**config.mk**
```make
export PLATFORM = sky130hd
export DESIGN_NAME = prod_to_bcd_flat
export DESIGN_NICKNAME = d
export VERILOG_FILES = /design/src/rtl/prod_to_bcd_if.sv /design/src/rtl/prod_to_bcd.sv /design/src/flat_wrapper.sv
export SDC_FILE = /design/constraint.sdc
export NUM_CORES = 1
export LEC_CHECK = 0
export BUFFER_PORTS_ARGS = -buffer_cell sky130_fd_sc_hd__buf_2
export CORE_ASPECT_RATIO = 1.2
export CORE_MARGIN = 1
export CORE_UTILIZATION = 40
export DETAILED_ROUTE_END_ITERATION = 7
export HOLD_SLACK_MARGIN = 0.05
export PLACE_DENSITY = 0.61
export RECOVER_POWER = 25
export SYNTH_ARGS = -nofsm -noshare
export SYNTH_HDL_FRONTEND = slang
export SYNTH_SLANG_ARGS = --single-unit
```
**constraint.sdc**
```tcl
create_clock -name clk -period 2.36 [get_ports clk]
set_input_delay 0.236 -clock clk [delete_from_list [all_inputs] [get_ports clk]]
set_output_delay 0.236 -clock clk [all_outputs]
set_load 0.01 [all_outputs]
```
**src/rtl/prod_to_bcd_if.sv**
```systemverilog
// Handshake and data bundle between a multiplier (master) and the
// binary-to-BCD converter (slave).
interface prod_to_bcd_if #(
  parameter int DW2    = 16,
  parameter int DIGITS = 5
);
  logic                  start;
  logic [DW2-1:0]        product;
  logic                  sign;
  logic                  busy;
  logic                  done;
  logic [4*DIGITS-1:0]   bcd;
  logic                  sign_out;

  modport master (
    output start, product, sign,
    input  busy, done, bcd, sign_out
  );

  modport slave (
    input  start, product, sign,
    output busy, done, bcd, sign_out
  );
endinterface

```
**src/rtl/prod_to_bcd.sv**
```systemverilog
// Sequential double-dabble converter: one product bit per CONVERT cycle,
// result and sign published together with a one-cycle done pulse.
module prod_to_bcd #(
  parameter int DW2    = 16,
  parameter int DIGITS = 5
) (
  input  logic       clk,
  input  logic       rst,
  prod_to_bcd_if.slave bus
);
  localparam int CW = $clog2(DW2) + 1;
  localparam int BW = 4 * DIGITS;

  typedef enum logic [1:0] {
    IDLE    = 2'd0,
    CONVERT = 2'd1,
    DONE    = 2'd2
  } state_t;

  state_t          r_state, w_state_next;
  logic [DW2-1:0]  r_shift, w_shift_next;
  logic [BW-1:0]   r_scratch, w_scratch_next;
  logic [CW-1:0]   r_cnt, w_cnt_next;
  logic            r_sign, w_sign_next;
  logic [BW-1:0]   r_bcd, w_bcd_next;
  logic            r_sign_out, w_sign_out_next;

  logic [BW-1:0]     w_adj;
  logic [BW+DW2-1:0] w_dd;
  logic              w_last;

  genvar gi;
  generate
    for (gi = 0; gi < DIGITS; gi++) begin : g_adj
      assign w_adj[gi*4 +: 4] = (r_scratch[gi*4 +: 4] >= 4'd5) ?
                                (r_scratch[gi*4 +: 4] + 4'd3) :
                                r_scratch[gi*4 +: 4];
    end
  endgenerate

  // Adjusted scratch and shift register move left as one word.
  assign w_dd   = {w_adj[BW-2:0], r_shift, 1'b0};
  assign w_last = (r_cnt == CW'(DW2 - 1));

  always_comb begin
    w_state_next    = r_state;
    w_shift_next    = r_shift;
    w_scratch_next  = r_scratch;
    w_cnt_next      = r_cnt;
    w_sign_next     = r_sign;
    w_bcd_next      = r_bcd;
    w_sign_out_next = r_sign_out;
    case (r_state)
      IDLE: begin
        if (bus.start) begin
          w_shift_next   = bus.product;
          w_sign_next    = bus.sign;
          w_scratch_next = '0;
          w_cnt_next     = '0;
          w_state_next   = CONVERT;
        end
      end
      CONVERT: begin
        w_scratch_next = w_dd[BW+DW2-1:DW2];
        w_shift_next   = w_dd[DW2-1:0];
        w_cnt_next     = r_cnt + 1'b1;
        if (w_last) begin
          // Publish on entry to DONE so bcd is valid while done is high.
          w_bcd_next      = w_dd[BW+DW2-1:DW2];
          w_sign_out_next = r_sign & (|w_dd[BW+DW2-1:DW2]);
          w_state_next    = DONE;
        end
      end
      DONE:    w_state_next = IDLE;
      default: w_state_next = IDLE;
    endcase
  end

  always_ff @(posedge clk) begin
    if (rst) begin
      r_state    <= IDLE;
      r_shift    <= '0;
      r_scratch  <= '0;
      r_cnt      <= '0;
      r_sign     <= 1'b0;
      r_bcd      <= '0;
      r_sign_out <= 1'b0;
    end else begin
      r_state    <= w_state_next;
      r_shift    <= w_shift_next;
      r_scratch  <= w_scratch_next;
      r_cnt      <= w_cnt_next;
      r_sign     <= w_sign_next;
      r_bcd      <= w_bcd_next;
      r_sign_out <= w_sign_out_next;
    end
  end

  assign bus.busy     = (r_state == CONVERT) || (r_state == DONE);
  assign bus.done     = (r_state == DONE);
  assign bus.bcd      = r_bcd;
  assign bus.sign_out = r_sign_out;
endmodule

```
**src/flat_wrapper.sv**
```systemverilog
// flat-port wrapper written by rule: the top's interface ports become plain ports
module prod_to_bcd_flat 
#(
  parameter int DW2    = 16,
  parameter int DIGITS = 5
)
  (clk, rst, bus_start, bus_product, bus_sign, bus_busy, bus_done, bus_bcd, bus_sign_out);
  prod_to_bcd_if #(.DW2(DW2), .DIGITS(DIGITS)) bus_i ();
  input  logic clk;
  input  logic rst;
  input wire logic [$bits(bus_i.start)-1:0] bus_start;
  input wire logic [$bits(bus_i.product)-1:0] bus_product;
  input wire logic [$bits(bus_i.sign)-1:0] bus_sign;
  output wire logic [$bits(bus_i.busy)-1:0] bus_busy;
  output wire logic [$bits(bus_i.done)-1:0] bus_done;
  output wire logic [$bits(bus_i.bcd)-1:0] bus_bcd;
  output wire logic [$bits(bus_i.sign_out)-1:0] bus_sign_out;
  assign bus_i.start = bus_start;
  assign bus_i.product = bus_product;
  assign bus_i.sign = bus_sign;
  assign bus_busy = bus_i.busy;
  assign bus_done = bus_i.done;
  assign bus_bcd = bus_i.bcd;
  assign bus_sign_out = bus_i.sign_out;
  prod_to_bcd #(.DW2(DW2), .DIGITS(DIGITS)) u_core (.clk(clk), .rst(rst), .bus(bus_i));
endmodule
```
Yosys cells after proc, flatten, opt, wreduce, memory -nomap -nowiden
Index checks and enable logic that the tools add are counted.
- memory bits (writable): 0
- memories kept: 0
- bits in read-only memories: 0
- output and inout bits: 23
- latch bits: 0
- logic and storage cells: 46
- bits of input ports: 20
- register bits after elaboration: 65
- div/mod/pow operators: 0
- shift operators: 0
- reduce and logical (&&, ||, !) cells: 8
- bitwise operators: 1
- $mul: 0
- magnitude comparators: 5
- add/sub/neg operators: 6
- equality and inequality tests: 5
- muxes and demuxes: 14
- operators with widths (cell ; count):
    one-hot mux 20 bit (2 select lines) ; 1
    one-hot mux 16 bit (2 select lines) ; 1
    greater-or-equal comparator 4 x 3 -> 1 bit, second input constant ; 5
    two-way mux 20 bit ; 1
    OR reduction 20 bit ; 1
    adder 4 x 2 -> 4 bit, second input constant ; 4
    two-way mux 16 bit ; 1
    two-way mux 4 bit ; 4
    one-hot mux 5 bit (2 select lines) ; 1
    AND reduction 2 bit ; 4
    adder 5 x 1 -> 5 bit, second input constant ; 1
    equality test 5 x 4 -> 1 bit, second input constant ; 1
    two-way mux 5 bit ; 1
    two-way mux 2 bit ; 2
    one-hot mux 2 bit (2 select lines) ; 1
    adder 3 x 2 -> 3 bit, second input constant ; 1
    two-way mux 3 bit ; 1
    equality test 2 x 1 -> 1 bit, second input constant ; 1
    equality test 2 bit, second input constant ; 1
    logical NOT 2 bit ; 1
    != test 2 x 1 -> 1 bit, second input constant ; 1
    != test 2 bit, second input constant ; 1
    nonzero test 2 bit ; 1
    AND 1 bit ; 1
    logical OR 1 bit ; 1

Longest topological paths before layout
- depth after elaboration: 4
- mapped depth: 10
- gate-level depth less buffers: 8

Worst setup path before layout
OpenSTA, ideal clock, no wires.
- path type: reg2reg
- from: register u_core.r_scratch[0]
- to: register u_core.r_sign_out (netlist: u_core.bus.sign_out)
- library setup time: 0.121 ns
- buffers on the path: 0
- cell stages (with the launch flop): 9
- required time: 2.239 ns
- data arrival time: 1.617 ns
- path slack: 0.622 ns
- period minus slack after synthesis: 1.738 ns
- path through: dfxtp_1 > inv_1 > ha_1 > nand2b_1 > a21oi_1 > mux2i_1 > nand4b_1 > nor4_1 > o21ai_1
- word-level cells in the longest chain between the ends: 4
- elaborated cells on any way between the ends: 5
- those cells by class: add/sub: 1; order compare: 1; mux: 1; bitwise: 1; reduce/logical: 1
- ends and longest elaborated chain (item ; line ; source):
    start, declared ; prod_to_bcd.sv:22 ; logic [BW-1:0] r_scratch, w_scratch_next;
    start signal, assigned ; prod_to_bcd.sv:91 ; r_scratch <= w_scratch_next;
    adder 4 x 2 -> 4 bit / greater-or-equal comparator 4 x 3 -> 1 bit (equally long branches) ; prod_to_bcd.sv:36, prod_to_bcd.sv:35 ;
    two-way mux 4 bit * ; prod_to_bcd.sv:35 ; assign w_adj[gi*4 +: 4] = (r_scratch[gi*4 +: 4] >= 4'd5) ?
    OR reduction 20 bit * ; prod_to_bcd.sv:70 ; w_sign_out_next = r_sign & (|w_dd[BW+DW2-1:DW2]);
    AND 1 bit * ; prod_to_bcd.sv:70 ;
    end signal, assigned ; prod_to_bcd.sv:95 ; r_sign_out <= w_sign_out_next;
    end, declared ; prod_to_bcd.sv:26 ; logic r_sign_out, w_sign_out_next;
Mark *: on every way between the ends. The rest lies on a longest branch, timed or not.
A chain may end at the register's enable or synchronous reset.

Worst setup path in the final report
- from: register u_core.r_scratch[1]
- to: register u_core.r_sign_out (netlist: u_core.bus.sign_out)
The elaborated chain is that of the path after synthesis.

==> impl_results.md <==
- Sequential-to-total area share from yosys stat: around two fifths
- Die Span Y: about 100 um
- Final Total Pwr: ~2.4 mW
- Register area: ~1300 um^2
- Main flop type after synthesis: dfxtp_1
- Num rows: 35
- Crit-path max FO: 6
- Remaining DRCs: 0
- Area of the multi-input gates: roughly 1700 um^2
- Max-cap viol count: 0
- Fill cells: 798
- Routed length per instance: 13.71 um
- Final Hold Viols: 0
- First-pass GRT wire length: 11850 um
- Finished Core Util: between 40% and 50%
- Post-CTS setup buffer count: 0
- EDFF count, synth: 0
- Largest cells by area after synthesis: dfxtp_1, mux2i_1, nor2_1, a211oi_1, ha_1
- Gr ovfl total: 0
- TritonRoute pass-1 iters: 4
- Area delta synth->final: 14.13%
- Post-cts gate resize count: 0
- HPWL after DPL: roughly 5000 um
- Worst R2R End: u_core.bus.sign_out$_SDFFE_PP0P_
- Maximum buffer depth of the clock tree: 2
- Clk root buf: clkbuf_8
- # hold bufs at CTS: 0
- WS Path Type: reg2reg
- Post-Syn Nets: 413
- Ports: 43
- H-tree Lvls: 3
- Leak Pwr: 1.356 nW
- Routability cong.: ~0.79
- Nets: 449
- Design Area, Final: 3617 um^2
- Avg Cell Area, Syn: ~8.4 um^2
- Cell Area, Placed: around 3400 um^2
- Hold depth: 3
- Worst Clk Skew: roughly 0.0095 ns
- Cells after Synth: roughly 380
- Fin Hold WS: around 0.18 ns
- Initial antenna violation count: 0
- Skew-Pair Late Insertion Delay: ~0.34 ns
- Clock transition at the registers of the reported paths: roughly 0.070 ns
- TNS Setup: 0 ns
- Vias in the first global route: between 2000 and 3000
- Drt total wl: ~7000 um
- Worst Max-Slew Pin Slew: between 0.6 and 0.7 ns
- Max Freq: between 500 and 600 MHz
- Crit. End Element: flip-flop
- Worst Reg-to-Reg Cells: 8
- Hold wc startpoint: bus_sign
- Largest net degree at the start of global routing: 32
- Synth area leader: dfxtp_1
- Total core area: around 7700 um^2
- FF-to-FF setup slack: between 0.4 and 0.5 ns
- Worst Setup Start Kind: flip-flop
- Starting density of the core: between 40 and 50%
- Hold endpoint: u_core.r_sign$_SDFFE_PP0P_
- Synth unique cells: 33
- DR vias: 2705
- Die outline width: between 80 and 90 um
- Outcome: completed
- Final setup viols: 0
- RSZ-0062 raised after global routing: no
- Slew headroom: about 60%
- Ys async rst share: 0%
- Proportion of netlist area held by the largest area contributor: 41.06%
- Total track usage: 17.83%
- Vias/cell: between 5 and 6
- Yosys reg bits: 65
- HP Class: in2reg
- Fin. max-slew vios: 0
- Synth Cell Area: between 3000 and 4000 um^2
- CTS tree: built
- Share of cells above drive strength 1: 11.69%
- Final Cycle Share: approximately 82%
- Final ANT Viol Nets: 0
- Area of the die: just over 8000 um^2
- Initial detailed-routing violation count: ~120
- Minimum clock period: a little under 2 ns
- Num CTS Buffers: 9
- Inserted Diodes: 0
- Warnings from Yosys: 0
- Worst EP arrival: between 2 and 2.5 ns
- P per Cell Area: around 660 nW/um^2
- Clk sinks: 65
- Worst r2r src: u_core.r_scratch[1]$_SDFFE_PP0P_
- Worst vdd ir: ~0.44 mV
- PortBufs: 42
- Worst EP required: 2.59 ns
[final cells by class]
| class | count | share of cell area, % |
|---|---|---|
| clock buffer | 14 | 4.773 |
| inverter | 16 | 1.660 |
| tap | 92 | 3.182 |
| clock inverter | 2 | 0.9685 |
| timing repair buffer | 52 | 7.160 |
| sequential | 65 | 35.97 |
| multi-input combinational | 270 | 46.28 |
[flip-flops by register name, indices dropped and copies added, names as in the netlist]
signal,count
u_core.bus.sign_out,1
u_core.bus.bcd,20
u_core.r_sign,1
u_core.r_cnt,5
u_core.r_state,2
u_core.r_shift,16
u_core.r_scratch,20
[power breakdown]
group | total, mW | switching [mW] | internal (mW)
clock network | 0.985 | 0.411 | 0.574
registers | 1.16 | 0.0238 | 1.14
logic | 0.236 | 0.144 | 0.0915
total | 2.38 | 0.579 | 1.80
[worst max-delay path by stage]
stage	slack, ns	cells past startpoint	from	endpoint
after floorplan	0.62	8	u_core.r_scratch[0]$_SDFFE_PP0P_	u_core.bus.sign_out$_SDFFE_PP0P_
after global placement	0.49	8	u_core.r_scratch[12]$_SDFFE_PP0P_	u_core.bus.sign_out$_SDFFE_PP0P_
after detailed placement	0.42	8	u_core.r_scratch[0]$_SDFFE_PP0P_	u_core.bus.sign_out$_SDFFE_PP0P_
after CTS	0.40	8	u_core.r_scratch[0]$_SDFFE_PP0P_	u_core.bus.sign_out$_SDFFE_PP0P_
after global routing	0.26	8	u_core.r_scratch[0]$_SDFFE_PP0P_	u_core.bus.sign_out$_SDFFE_PP0P_
final	0.42	8	u_core.r_scratch[1]$_SDFFE_PP0P_	u_core.bus.sign_out$_SDFFE_PP0P_
[stage by stage]
stage / worst slack [ns] / instances
6_report: 0.4216 / 511
2_1_floorplan: 0.6220 / 378
3_5_place_dp: 0.4248 / 495
4_1_cts: 0.4000 / 511
5_1_grt: 0.2556 / 511
3_3_place_gp: 0.4860 / 495
[critical path: stages (launching register included)]
cell,delay [ns]
dfxtp_1,0.33
inv_1,0.11
ha_1,0.27
nand2b_1,0.09
a21oi_1,0.35
mux2i_1,0.23
nand4b_1,0.11
nor4_1,0.24
o21ai_1,0.08
[synthesized netlist by cell type, types with 2 or more instances]
library cell,number
and3_1,5
nor3_1,11
nor3b_1,11
nand2_1,30
o21ai_1,3
mux2i_1,23
buf_2,16
clkbuf_1,8
inv_1,16
a22oi_1,14
nand2b_1,6
a21oi_2,2
o22ai_1,2
nand3b_1,2
a211oi_1,25
nor2_1,54
dfxtp_1,65
ha_1,15
xnor2_1,5
a21oi_1,36
o21ai_0,9
and2_1,2
nand3_1,8
[kinds of logic (layout without fill, tap and decap cells)]
group	after synthesis	in the layout	synth area share [%]
AO/OA/AOI/OAI	93	93	18.52
buffers and inverters	43	84	6.119
AND/OR/NAND/NOR	134	134	19.74
adder cells (fa/ha/maj)	15	15	5.922
multiplexers	23	23	7.264
flip-flops	65	65	41.06
XOR/XNOR	5	5	1.382
[cells in the final DEF (no fill, tap or decap), types with 5 or more instances in the layout]
cell type and count:
o21ai_0 9, nor3b_1 11, a21oi_1 36, nand2_1 30
xnor2_1 5, buf_4 10, nor2_1 54, ha_1 15
inv_1 16, nor3_1 11, mux2i_1 23, dfxtp_1 65
nand2b_1 6, clkbuf_8 12, a22oi_1 14, and3_1 5
clkbuf_1 23, buf_2 21, a211oi_1 25, nand3_1 8
[metal layers]
metal	part of all wire, %	vias to the layer above	track usage (%)	wire (um)
met3	3.7	8	3.900	256
met4	1.4	0	7.427	98
li1	-	1393	-	-
met2	48	51	31.08	3372
met1	47	1253	21.21	3277
met5	0	-	0	0
Note: power is estimated with default switching activity, not from simulation.
